$ cat src/rtl/csc_ctrl_pkg.sv
// Shared types and constants for the CSC column read controller.
package csc_ctrl_pkg;

  localparam int unsigned CSC_ADDR_W         = 7;
  localparam int unsigned CSC_IDX_W          = 5;
  localparam int unsigned CSC_EMPTY_SENTINEL = 127;
  localparam int unsigned CSC_END_MARK       = 0;

  typedef enum logic [2:0] {
    ST_IDLE,
    ST_RD_START,
    ST_RD_END,
    ST_CAP_END,
    ST_STREAM,
    ST_DONE
  } csc_state_e;

  // Outcome of inspecting a column's start/end pointer pair.
  typedef enum logic [1:0] {
    CLS_STREAM,
    CLS_EMPTY,
    CLS_ERR
  } csc_class_e;

endpackage

$ cat src/rtl/csc_column_read_ctrl.sv
// Fetches one CSC column's start/end pointers from the address spad and streams
// the column's data-spad pointers to the consumer under valid/ready.
module csc_column_read_ctrl
  import csc_ctrl_pkg::*;
#(
  parameter int unsigned ADDR_W = CSC_ADDR_W,
  parameter int unsigned IDX_W  = CSC_IDX_W
) (
  input  logic              clk,
  input  logic              rst_n,
  input  logic              col_req_valid_i,
  output logic              col_req_ready_o,
  input  logic [IDX_W-1:0]  col_req_idx_i,
  output logic [IDX_W-1:0]  spad_read_idx_o,
  output logic              spad_read_idx_en_o,
  input  logic [ADDR_W-1:0] spad_addr_data_i,
  output logic              ptr_valid_o,
  input  logic              ptr_ready_i,
  output logic [ADDR_W-1:0] ptr_o,
  output logic              ptr_last_o,
  output logic              col_done_o,
  output logic              col_empty_o,
  output logic              col_err_o,
  input  logic              abort_i
);

  localparam logic [ADDR_W-1:0] SENTINEL = ADDR_W'(CSC_EMPTY_SENTINEL);
  localparam logic [ADDR_W-1:0] END_MARK = ADDR_W'(CSC_END_MARK);
  localparam logic [ADDR_W-1:0] ONE_A    = ADDR_W'(1);
  localparam logic [IDX_W-1:0]  ONE_I    = IDX_W'(1);

  csc_state_e state_q, state_d;
  logic [IDX_W-1:0]  idx_q, idx_d;
  logic [ADDR_W-1:0] start_q, start_d;
  logic [ADDR_W-1:0] end_q, end_d;
  logic [ADDR_W-1:0] cur_q, cur_d;

  logic              req_ready_q, req_ready_d;
  logic [IDX_W-1:0]  rd_idx_q, rd_idx_d;
  logic              rd_en_q, rd_en_d;
  logic              ptr_valid_q, ptr_valid_d;
  logic [ADDR_W-1:0] ptr_q, ptr_d;
  logic              ptr_last_q, ptr_last_d;
  logic              done_q, done_d;
  logic              empty_q, empty_d;
  logic              err_q, err_d;

  logic [ADDR_W-1:0] cur_inc;
  logic [ADDR_W-1:0] end_m1;
  logic [ADDR_W-1:0] spad_m1;
  logic              first_col;
  csc_class_e        cls;

  assign cur_inc   = cur_q + ONE_A;
  assign end_m1    = end_q - ONE_A;
  assign spad_m1   = spad_addr_data_i - ONE_A;
  assign first_col = (idx_q == '0);

  // Column 0 has an implicit start of 0, so only its end pointer is vetted.
  // END_MARK outranks the ordering check: a zero end means past-the-matrix, not corruption.
  always_comb begin
    cls = CLS_STREAM;
    if ((spad_addr_data_i == SENTINEL) || (!first_col && (start_q == SENTINEL))) begin
      cls = CLS_ERR;
    end else if (spad_addr_data_i == END_MARK) begin
      cls = CLS_EMPTY;
    end else if (!first_col && (spad_addr_data_i < start_q)) begin
      cls = CLS_ERR;
    end else if (spad_addr_data_i == start_q) begin
      cls = CLS_EMPTY;
    end
  end

  // Next state plus next values of every registered output.
  always_comb begin
    state_d     = state_q;
    idx_d       = idx_q;
    start_d     = start_q;
    end_d       = end_q;
    cur_d       = cur_q;
    req_ready_d = 1'b0;
    rd_idx_d    = '0;
    rd_en_d     = 1'b0;
    ptr_valid_d = 1'b0;
    ptr_d       = '0;
    ptr_last_d  = 1'b0;
    done_d      = 1'b0;
    empty_d     = 1'b0;
    err_d       = 1'b0;

    unique case (state_q)
      ST_IDLE: begin
        if (col_req_valid_i) begin
          idx_d   = col_req_idx_i;
          rd_en_d = 1'b1;
          if (col_req_idx_i == '0) begin
            start_d  = '0;
            rd_idx_d = '0;
            state_d  = ST_RD_END;
          end else begin
            rd_idx_d = col_req_idx_i - ONE_I;
            state_d  = ST_RD_START;
          end
        end else begin
          req_ready_d = 1'b1;
        end
      end

      ST_RD_START: begin
        rd_idx_d = idx_q;
        rd_en_d  = 1'b1;
        state_d  = ST_RD_END;
      end

      ST_RD_END: begin
        // Spad now presents entry idx-1 (the start pointer) for nonzero columns.
        if (!first_col) begin
          start_d = spad_addr_data_i;
        end
        state_d = ST_CAP_END;
      end

      ST_CAP_END: begin
        end_d = spad_addr_data_i;
        cur_d = start_q;
        unique case (cls)
          CLS_ERR: begin
            done_d  = 1'b1;
            err_d   = 1'b1;
            state_d = ST_DONE;
          end
          CLS_EMPTY: begin
            done_d  = 1'b1;
            empty_d = 1'b1;
            state_d = ST_DONE;
          end
          default: begin
            ptr_valid_d = 1'b1;
            ptr_d       = start_q;
            ptr_last_d  = (start_q == spad_m1);
            state_d     = ST_STREAM;
          end
        endcase
      end

      ST_STREAM: begin
        if (ptr_ready_i) begin
          if (ptr_last_q) begin
            done_d  = 1'b1;
            state_d = ST_DONE;
          end else begin
            cur_d       = cur_inc;
            ptr_valid_d = 1'b1;
            ptr_d       = cur_inc;
            ptr_last_d  = (cur_inc == end_m1);
          end
        end else begin
          ptr_valid_d = 1'b1;
          ptr_d       = ptr_q;
          ptr_last_d  = ptr_last_q;
        end
      end

      ST_DONE: begin
        req_ready_d = 1'b1;
        state_d     = ST_IDLE;
      end

      default: begin
        req_ready_d = 1'b1;
        state_d     = ST_IDLE;
      end
    endcase

    // Flush overrides everything, including a request arriving in IDLE.
    if (abort_i) begin
      state_d     = ST_IDLE;
      req_ready_d = 1'b1;
      rd_idx_d    = '0;
      rd_en_d     = 1'b0;
      ptr_valid_d = 1'b0;
      ptr_d       = '0;
      ptr_last_d  = 1'b0;
      done_d      = 1'b0;
      empty_d     = 1'b0;
      err_d       = 1'b0;
    end
  end

  always_ff @(posedge clk or negedge rst_n) begin
    if (!rst_n) begin
      state_q     <= ST_IDLE;
      idx_q       <= '0;
      start_q     <= '0;
      end_q       <= '0;
      cur_q       <= '0;
      req_ready_q <= 1'b1;
      rd_idx_q    <= '0;
      rd_en_q     <= 1'b0;
      ptr_valid_q <= 1'b0;
      ptr_q       <= '0;
      ptr_last_q  <= 1'b0;
      done_q      <= 1'b0;
      empty_q     <= 1'b0;
      err_q       <= 1'b0;
    end else begin
      state_q     <= state_d;
      idx_q       <= idx_d;
      start_q     <= start_d;
      end_q       <= end_d;
      cur_q       <= cur_d;
      req_ready_q <= req_ready_d;
      rd_idx_q    <= rd_idx_d;
      rd_en_q     <= rd_en_d;
      ptr_valid_q <= ptr_valid_d;
      ptr_q       <= ptr_d;
      ptr_last_q  <= ptr_last_d;
      done_q      <= done_d;
      empty_q     <= empty_d;
      err_q       <= err_d;
    end
  end

  assign col_req_ready_o    = req_ready_q;
  assign spad_read_idx_o    = rd_idx_q;
  assign spad_read_idx_en_o = rd_en_q;
  assign ptr_valid_o        = ptr_valid_q;
  assign ptr_o              = ptr_q;
  assign ptr_last_o         = ptr_last_q;
  assign col_done_o         = done_q;
  assign col_empty_o        = empty_q;
  assign col_err_o          = err_q;

endmodule

$ cat config.mk
export PLATFORM = sky130hd
export DESIGN_NAME = csc_column_read_ctrl
export DESIGN_NICKNAME = d
export VERILOG_FILES = /design/src/rtl/csc_ctrl_pkg.sv /design/src/rtl/csc_column_read_ctrl.sv
export SDC_FILE = /design/constraint.sdc
export NUM_CORES = 1
export LEC_CHECK = 0
export CORE_MARGIN = 1.5
export CORE_UTILIZATION = 38
export DETAILED_ROUTE_END_ITERATION = 10
export GPL_TIMING_DRIVEN = 0
export HOLD_SLACK_MARGIN = 0.02
export SLEW_MARGIN = 10
export SYNTH_ARGS = -nofsm -noshare
export SYNTH_HDL_FRONTEND = slang
export SYNTH_SLANG_ARGS = --single-unit
$ cat constraint.sdc
create_clock -name clk -period 3.6 [get_ports clk]
set_input_delay 0.72 -clock clk [delete_from_list [all_inputs] [get_ports clk]]
set_output_delay 0.72 -clock clk [all_outputs]
set_load 0.1 [all_outputs]
== After elaboration in Yosys (flattened, before gate mapping) ==
Index checks and enable logic that the tools add are counted.
Storage, ports and cells
  bits in registers: 48
  bits of input ports: 17
  word-level logic and storage cells: 108
Cells by class
  add/sub/neg operators: 4
  $lt $le $gt $ge: 1
  equality and inequality tests: 19
  mux-type cells: 54
  reduce and logical (&&, ||, !) cells: 16
Operators with widths (number)
  7-bit two-way mux: 9
  7-bit one-hot mux with 2 select lines: 3
  1-bit two-way mux: 24
  7-bit equality test: 3
  5-bit two-way mux: 3
  3-bit one-hot mux with 5 select lines: 1
  7-bit equality test (second input constant): 2
  7-bit by 1-bit subtractor with 7-bit output (second input constant): 2
  3-bit two-way mux: 4
  5-bit zero test: 2
  2-bit inequality test (second input constant): 5
  1-bit one-hot mux with 2 select lines: 5
  5-bit one-hot mux with 2 select lines: 1
  3-bit inequality test (second input constant): 3
  2-bit two-way mux: 4
  7-bit by 1-bit adder with 7-bit output (second input constant): 1
  7-bit zero test: 1
  7-bit < comparator: 1
  3-bit by 2-bit equality test with 1-bit output (second input constant): 2
  3-bit AND reduction: 2
  5-bit by 1-bit subtractor with 5-bit output (second input constant): 1
  4-bit AND reduction: 1
  2-bit nonzero test: 2
  4-bit OR reduction: 1
  10 further kinds: 11

== Depth between registers and ports, before layout ==
Gate-level depths: netlist of run 1.
  depth after elaboration: 11
  mapped depth: 15

== Worst setup path before layout of run 1 ==
OpenSTA, ideal clock, no wires.
  path kind: input to register
  start point: input port spad_addr_data_i[1]
  end point: register ptr_last_q, in the netlist ptr_last_o
  library setup time: 0.069 ns
  arrival time: 2.832 ns
  data required time: 3.531 ns
  setup slack: 0.699 ns
  stages: 14
  path buffers: 0
  cell sequence: ha_1 nor2b_1 o21a_1 o21ai_0 a21oi_1 o21ai_0 inv_1 nand2_1 ha_1 inv_1 nor2_2 nand4_1 or4_1 nand3_1
On the way
  longest elaborated chain between the ends: 10
  elaborated cells between the ends (all ways): 18
RTL lines
  start, declared: line csc_column_read_ctrl.sv:16  | input logic [ADDR_W-1:0] spad_addr_data_i,
  7-bit < comparator or 7-bit equality test (tied branches): line csc_column_read_ctrl.sv:67, csc_column_read_ctrl.sv:69
  1-bit logical AND or 1-bit two-way mux (tied branches): line csc_column_read_ctrl.sv:67, csc_column_read_ctrl.sv:69
  2-bit two-way mux: line csc_column_read_ctrl.sv:67  | end else if (!first_col && (spad_addr_data_i < start_q)) begin
  2-bit two-way mux: line csc_column_read_ctrl.sv:65  | end else if (spad_addr_data_i == END_MARK) begin
  2-bit two-way mux: line csc_column_read_ctrl.sv:63  | if ((spad_addr_data_i == SENTINEL) || (!first_col && (start_q == SENTINEL))) begin
  2-bit by 1-bit equality test with 1-bit output or 2-bit equality test (tied branches): line csc_column_read_ctrl.sv:126  | unique case (cls)
  2-bit OR reduction (no source line)
  1-bit two-way mux (*): line csc_column_read_ctrl.sv:126
  1-bit one-hot mux with 2 select lines (*): line csc_column_read_ctrl.sv:91  | unique case (state_q)
  1-bit two-way mux (*): line csc_column_read_ctrl.sv:176  | if (abort_i) begin
  end signal, assigned: line csc_column_read_ctrl.sv:217  | ptr_last_q <= ptr_last_d;
  end, declared: line csc_column_read_ctrl.sv:43  | logic ptr_last_q, ptr_last_d;
Mark *: on every way between the ends. The rest lies on a longest branch, timed or not.
A chain may end at the register's enable or synchronous reset.

== Final worst setup path of run 1 ==
  start point: input port spad_addr_data_i[0]
  end point: register ptr_last_q, in the netlist ptr_last_o
Same word-level chain as after synthesis.

==> metrics.cfg, run 1 <==
[worst_setup_path]
crit_path_max_incr_delay_ns=0.57
critPathArrivalTime_ns=3.56
slowest_stage=clkdlybuf4s50_1
crit_required_ns=3.85
critPathKind=in -> reg
critPathMaxFanout=4
worst_setup_path_end_kind=flop
path_buf_inv=4
cp_common_cell=inv_1
critPathLaunchType=primary input
crit_family=simple AND/OR/NAND/NOR gates
crit_chain=clkdlybuf4s50_1, inv_1, ha_1, nor2b_1, o21a_1, o21ai_0, a21oi_1, o21ai_0, inv_1, nand2_1, ha_1, inv_1, nor2_4, nand4_1, or4_1, nand3_1

[grt]
grt_max_degree=33
grt.overflow.total=0
grt_pass1_wl_um=10800
groute.usage.overall_pct=17.9
use_met3_pct=3.51
grtUsageMet2_pct=29.7
busiest_layer=met2
grtUsageMet1_pct=23.4
grt_pass1_vias=2263
antenna_found_initial=0

[timing]
fmax_mhz=302
tightest_slew_ns=0.975
max-slew-margin-rel_pct=34.8
finalSetupTns_ns=0
setup_viol=0
finalCritPeriodShare_pct=92.0
period_minus_slack_ns=3.31
grt_setup_unrepaired=no
finalHoldViolations=0
layout_setup_ws_ns=0.287
drv_slew=0
clock-skew-final_ns=0.0124

[hold_path]
min_path_type=in -> async

[layout]
nets=379
final_common_cell=dfrtp_1
syn_to_final_growth_pct=21.6
layout-drive-gt1-share_pct=10.1
utilization_pct=47.6
seqCellArea_um2=1200
multi_input_area_um2=1490
antennaDiodeCount=0
layout_common_cells=dfrtp_1, clkdlybuf4s50_1, o21ai_0
fillCellCount=735
finalInstanceArea_um2=3430

[logic_synthesis]
syn_area_um2=2820
yosys.area.top_type=dfrtp_1
netlist_instances=303
syn_nets=335
synth_edf_count=0
synth-seq-cells=48
synthTopCellsByArea=dfrtp_1, ha_1, xnor2_1
yosysTopAreaCellShare_pct=41.7
syn_avg_cell_area_um2=9.31
yosys_warnings=0
synthArstFlopShare_pct=100
synthFlopType=dfrtp_1
ys_seq_area_share_pct=42.6
synth_cell_types=46

[clocking]
cts.sinks=48
numCtsBuffers=5
cts_root_buf=clkbuf_8
htree_num_levels=2
cts_tree=done
cts_buffer_depth=2
cts_hold_buf=0
clkLatencyLatePin_ns=0.31
clk_pin_slew_ns=0.10

[power]
cellPowerDensity_nw_per_um2=634
vdd_drop_max_v=0.000219
power.total_mw=2.17
p_leak_nw=1.42

[routing]
vias=2305
drt_iter0_markers=134
first_pass_iters=4
antenna_left=0
drc=0
post_drt_wl_per_cell_um=14.5
viasPerCell=5.16
totalWireLength_um=6470

[placed_design]
dp_hpwl_um=4960
gp_congestion=0.848
io_buffer_count=34
dpl_worst_slack_ns=-0.273
placed_area_um2=3300

[floorplan]
fp-row-count=31
core_um2=7210
die_w_um=89.2
ioPinCount=36
start_util_pct=39.1
design.die.area_um2=7950
fp.dieH_um=89.2

[run]
cap_violations=0

[outcome]
status=finished, final reports clean

[where the power goes]
| part | switching [mW] | total [mW] | leakage [nW] | internal [mW] |
|---|---|---|---|---|
| sequential | 0.176 | 0.869 | 0.622 | 0.693 |
| clock | 0.189 | 0.395 | 0.0541 | 0.206 |
| combinational | 0.518 | 0.911 | 0.748 | 0.393 |
[final cells by class]
class / instances / area share (%)
Inverter: 18 / 1.97
Clock buffer: 5 / 2.01
Timing Repair Buffer: 37 / 10.8
Buffer: 11 / 1.82
Sequential cell: 48 / 35.0
Clock inverter: 3 / 1.24
Multi-Input combinational cell: 226 / 43.5
Tap cell: 99 / 3.61
[cells in the mapped netlist, types with 2 or more instances]
library cell  number
xnor2_1           16
o21ai_0           27
a32oi_1            2
ha_1              15
nor2_1            26
nand3b_1           3
xor2_1            13
a21oi_1           17
nor2b_1            2
mux2_2            10
nor3b_1            6
nor2_2             2
and3_1             2
nor3_1            13
dfrtp_1           47
nor4_1             2
buf_6              2
nand3_1           15
nand2_1           23
clkbuf_1           6
a21o_1             2
buf_2              2
inv_1             18
a22oi_1            7
nand4_1            4
[through the flow]
step                      std cells  hold slack [ns]
after floorplan                 303            0.424
after global placement          436            0.464
after detailed placement        437            0.470
after CTS                       445            0.338
after global routing            447            0.343
final                           447            0.326
[path summary, 6_finish.rpt]
path | from | endpoint | slack, ns | cells past startpoint
worst max-delay path | spad_addr_data_i[0] | ptr_last_o | 0.29 | 16
worst min-delay path | rst_n | ptr_last_o | 0.33 | 1
worst min register to register | ptr_o[1] | ptr_o[1] | 0.48 | 2
min in group clk | ptr_o[1] | ptr_o[1] | 0.48 | 2
max in group asynchronous | rst_n | col_req_ready_o | 2.68 | 2
worst max register to register | start_q[1] | ptr_last_o | 0.68 | 15
[logic make-up (layout without fill, tap and decap cells)]
kind of cell,count (synthesis),count (layout),share of synthesized area (%)
buf+inv,29,74,4.61
fa+ha+maj,15,15,6.65
simple gates,110,110,20.4
mux,10,10,3.99
flops,48,48,42.6
xor+xnor,29,29,9.00
compound gates,62,62,12.7
[registers in the layout, summed over array words and instances, names as in the netlist]
| register | cells |
|---|---|
| end_q | 7 |
| col_empty_o | 1 |
| spad_read_idx_en_o | 1 |
| ptr_last_o | 1 |
| ptr_valid_o | 1 |
| spad_read_idx_o | 5 |
| cur_q | 7 |
| col_err_o | 1 |
| col_req_ready_o | 1 |
| start_q | 7 |
| state_q | 3 |
| idx_q | 5 |
| col_done_o | 1 |
| ptr_o | 7 |
[per-layer routing]
layer / share of wire (%) / up-vias / routed length (µm)
met2: 48 / 39 / 3090
met1: 47 / 1113 / 3050
met5: 0 / - / 0
met4: 1.5 / 0 / 99
li1: - / 1145 / -
met3: 3.6 / 8 / 235
[what timing repair did]
item | 4_1_cts | 5_1_grt
resized for setup | 0 | 1
setup buffers | 0 | 2
setup endpoints to repair | 0 | 1
Note: power is estimated with default switching activity, not from simulation.
==> inputs of run 2 (changes only) <==
Settings changed: RECOVER_POWER set to 25.
==> run 2 against run 1 <==
The flow now finishes with violations (max-capacitance violations, max-slew violations). Combinational power is essentially flat. Setup slack lost 0.0023 ns. Via count shrank 0.13%. Cell area shrank 0.51%. Count of clock-buffer cells in the layout is the same. Sequential power is essentially flat. First-iteration DRC count is the same. Hold slack gained 0.16 ns. Register-to-register slack is essentially flat. Clock power is essentially flat. Die area is the same.
==> metrics.cfg, run 2 (synthesis gave the netlist of run 1 again) <==
[outcome]
status=finished, violations left
violations=max-capacitance violations, max-slew violations

[floorplan]
start_util_pct=39.1
fp.dieH_um=89.2
fp-row-count=31
core_um2=7210
ioPinCount=36
die_w_um=89.2
design.die.area_um2=7950

[grt]
groute.usage.overall_pct=17.9
antenna_found_initial=0
grt.overflow.total=0
grt_max_degree=33
grt_pass1_wl_um=10800
grt_pass1_vias=2263

[layout]
finalInstanceArea_um2=3410
fin_cells=447
layout_common_cells=dfrtp_1, clkdlybuf4s50_1, o21ai_0
syn_to_final_growth_pct=21.0
seqCellArea_um2=1200
antennaDiodeCount=0
nets=379
multi_input_area_um2=1490
fillCellCount=739
layout-drive-gt1-share_pct=9.48
final_common_cell=dfrtp_1

[clocking]
cts_hold_buf=0
cts_tree=done
numCtsBuffers=5
clk_pin_slew_ns=0.10
cts_buffer_depth=2
cts.sinks=48
cts_root_buf=clkbuf_8
clkLatencyLatePin_ns=0.31
htree_num_levels=2

[routing]
drt_iter0_markers=134
totalWireLength_um=6460
drc=0
vias=2302
antenna_left=0
viasPerCell=5.15
first_pass_iters=4
post_drt_wl_per_cell_um=14.5

[power]
switching_power_mw=0.880
p_leak_nw=1.41
vdd_drop_max_v=0.000219
intPower_mw=1.29
combPwrFrac_pct=41.8
cellPowerDensity_nw_per_um2=635
p_seq_share_pct=40.0
clkPwrFrac_pct=18.2
switching_share_pct=40.6

[timing]
setup_viol=0
finalCritPeriodShare_pct=92.1
grt_setup_unrepaired=no
drv_slew=33
clock-skew-final_ns=0.0122
period_minus_slack_ns=3.31
fmax_mhz=302
max-slew-margin-rel_pct=-14.1
tightest_slew_ns=1.71
layout_setup_ws_ns=0.285
finalHoldViolations=0

[worst_setup_path]
critPathLaunchType=primary input
critPathMaxFanout=4
worst_setup_path_end_kind=flop
critPathArrivalTime_ns=3.57
crit_required_ns=3.85
critPathKind=in -> reg

[placed_design]
dp_hpwl_um=4960
gp_congestion=0.848
io_buffer_count=34
dp.cells=437
dpl_worst_slack_ns=-0.273
placed_area_um2=3300

[run]
cap_violations=1

[hold_path]
min_path_type=reg -> reg

[run 2: critical path, cell delays in order]
cell and delay [ns]:
clkdlybuf4s50_1 0.57, inv_1 0.13, ha_1 0.22, nor2b_1 0.11, o21a_1 0.11, o21ai_0 0.07, a21oi_1 0.13, o21ai_0 0.13
inv_1 0.11, nand2_1 0.06, ha_1 0.36, inv_1 0.10, nor2_4 0.13, nand4_1 0.09, or4_1 0.43, nand3_1 0.10
[run 2: area by class of cell]
class,instances,share of cell area (%)
Multi-Input combinational cell,226,43.8
Sequential cell,48,35.2
Timing Repair Buffer,37,10.3
Tap cell,99,3.63
Clock buffer,5,2.02
Inverter,18,1.98
Buffer,11,1.83
Clock inverter,3,1.25
[run 2: worst paths after layout]
| path | startpoint | end | slack, ns | cells after the start |
|---|---|---|---|---|
| worst max-delay path | spad_addr_data_i[0] | ptr_last_o | 0.29 | 16 |
| worst min-delay path | ptr_o[1] | ptr_o[1] | 0.48 | 2 |
| worst max register to register | start_q[1] | ptr_last_o | 0.67 | 15 |
| worst min register to register | ptr_o[1] | ptr_o[1] | 0.48 | 2 |
| max in group asynchronous | rst_n | cur_q[0] | 1.00 | 2 |
| min in group asynchronous | rst_n | ptr_last_o | 0.50 | 1 |
[run 2: what timing repair did]
action / in CTS / in global routing
buffers inserted: 0 / 2
resized for setup: 0 / 1
endpoints found under the hold margin: 0 / 0
endpoints found under the setup margin: 0 / 1
[run 2: layer usage]
layer	vias to the layer above	share of wire (%)	global-route usage [%]
met1	1107	47	23.4
met5	-	0	0
li1	1146	-	-
met4	0	1.5	6.01
met3	8	3.7	3.51
met2	41	48	29.7
[run 2: per-stage QoR]
stage	total power [mW]	util, %	setup TNS (ns)	hold slack, ns
2_1_floorplan	1.54	-	0	0.424
3_3_place_gp	1.76	45.5	-0.315	0.464
3_5_place_dp	1.78	45.8	-0.273	0.470
4_1_cts	2.18	47.3	0	0.338
5_1_grt	2.34	47.3	0	0.528
6_report	2.17	47.3	0	0.483
[run 2: power by group through the flow]
stage / sequential, mW / combinational, mW / clock (mW)
CTS: 0.867 / 0.909 / 0.403
detailed placement: 0.877 / 0.907 / 0
floorplan: 0.937 / 0.607 / 0
global route: 0.896 / 1.02 / 0.426
finish: 0.867 / 0.908 / 0.395
global placement: 0.871 / 0.890 / 0
==> edit: new RTL, flow settings as in run 2 <==
`CSC_IDX_W`: 5 -> 4.
--- a/src/rtl/csc_ctrl_pkg.sv
+++ b/src/rtl/csc_ctrl_pkg.sv
@@ -2,7 +2,7 @@
 package csc_ctrl_pkg;
 
   localparam int unsigned CSC_ADDR_W         = 7;
-  localparam int unsigned CSC_IDX_W          = 5;
+  localparam int unsigned CSC_IDX_W          = 4;
   localparam int unsigned CSC_EMPTY_SENTINEL = 127;
   localparam int unsigned CSC_END_MARK       = 0;
 
Ports: changed (resized col_req_idx_i and spad_read_idx_o); port bits go from 36 to 34. No check against the original RTL was run, so the function may have changed too.
==> edit against run 2 <==
The run still ends with capacitance limit, slew limit left; total power fell by 21%; setup slack got worse by 0.0036 ns; largest cell class unchanged; cell count grew 2.0%; combinational power fell by 27%; final area fell by 1.3%; synthesized area up 0.58%; synthesized cell count grew 4.3%; non-clock buffer count down 3; critical path type unchanged; largest power group is now sequential cells; sequential power shrank 13%; sequential share of layout area is 1.0 points lower; routed wire length up 7.8%; sequential cell count is 2 lower.
==> edit: results (changes against run 2) <==
Max-cap violations=1 (unchanged); vias after detailed routing=2447 (was 2302); Post-synth top cells=dfrtp_1, nand2_1, nor2_1 (was dfrtp_1, o21ai_0, nor2_1); synth top area cells=dfrtp_1, ha_1, nand2_1, xnor2_1, o21ai_0 (was dfrtp_1, ha_1, xnor2_1, o21ai_0, xor2_1); Reg2Reg Setup Slack=0.64 ns (was 0.67 ns); Wirelength per Cell=15.3 um (was 14.5 um); max_slew headroom=-2.34% (was -14.1%); Global Route Usage Sum=18.7% (was 17.9%); met3 wire length=255 um (was 241 um); Clk pwr share=17.7% (was 18.2%); leakage=1.41 nW (about the same); Mapped Nets=348 (was 335); cell total after placement=449 (was 437); reg2reg path depth=12 (was 15); result of the run=finished, violations left (unchanged); Compound-Gate Fraction of Synth Area=18.0% (was 12.7%); Setup Skew=0.00821 ns (was 0.0122 ns); reg2reg start=start_q[2] (was start_q[1]); violated checks=capacitance limit, slew limit (unchanged); Post-Place Setup Slack=-0.215 ns (was -0.273 ns); met1 usage=27.8% (was 23.4%); FILL cells=758 (was 739); largest net degree at the start of global routing=29 (was 33); Seq/Total Area, Yosys=40.6% (was 42.6%); first-pass GRT wire length=11300 um (was 10800 um); Peak supply drop=0.000198 V (was 0.000219 V); nets=388 (was 379); wire length on met1=3520 um (was 3030 um); fmax=301 MHz (was 302 MHz); Port Buffers=33 (was 34); clk slew on worst S/H paths=0.08 ns (was 0.10 ns); WL met2=3070 um (was 3090 um); area share of fa/ha/maj cells after synthesis=7.05% (was 6.65%); met3 Track Usage GR=2.59% (was 3.51%); fraction of layout cells with a size suffix above 1=6.16% (was 9.48%); yosys warns=0 (unchanged); slowest stage delay, CP=0.59 ns (was 0.57 ns); data arrival time of the critical path=3.55 ns (was 3.57 ns); Combinational Power Share=38.5% (was 41.8%); PD cells=510 nW/um2 (was 635 nW/um2); Pins Over Slew Limit=29 (was 33); Synth Instances=316 (was 303); GP Congestion=0.850 (was 0.848); post-synthesis mux area share=1.59% (was 3.99%); synth unique cells=56 (was 46); Worst path top cell family by delay=compound AO/OA/AOI/OAI gates (was simple AND/OR/NAND/NOR gates); number of global-route vias before repair=2194 (was 2263); DP Wirelength=5370 um (was 4960 um); Sw Share=39.4% (was 40.6%); GRT met2 Usage=27.9% (was 29.7%); Post-Synth XOR/XNOR Area=6.48% (was 9.00%); Initial DRC Count=96 (was 134); placed cell areas=3310 um2 (was 3300 um2)
## edit: cell types whose count changed after synthesis, sizes merged, moves of 5 or more
| cell | before | now |
|---|---|---|
| nor3 | 14 | 6 |
| xor2 | 13 | 8 |
| a21oi | 17 | 9 |
| nand3 | 15 | 5 |
| nand2 | 23 | 45 |
| mux2 | 10 | 4 |
| a211oi | 1 | 7 |
## edit: cell type report
class	instances	area [um2]	area share (%)
timing repair buffer	34	328	9.73
multi-input combinational	242	1580	46.8
buffer	11	45.0	1.34
clock inverter	2	10.0	0.297
clock buffer	6	72.6	2.15
sequential	46	1150	34.2
inverter	16	60.1	1.78
tap	99	124	3.68
## edit: worst min-delay path by stage
stage               startpoint  depth (start not counted)                 end
floorplan                rst_n                          0          col_done_o
global placement      ptr_o[4]                          2            ptr_o[4]
detailed placement    ptr_o[4]                          2            ptr_o[4]
CTS                      rst_n                          1  spad_read_idx_o[0]
global route          ptr_o[1]                          2            ptr_o[1]
finish                ptr_o[4]                          2            ptr_o[4]
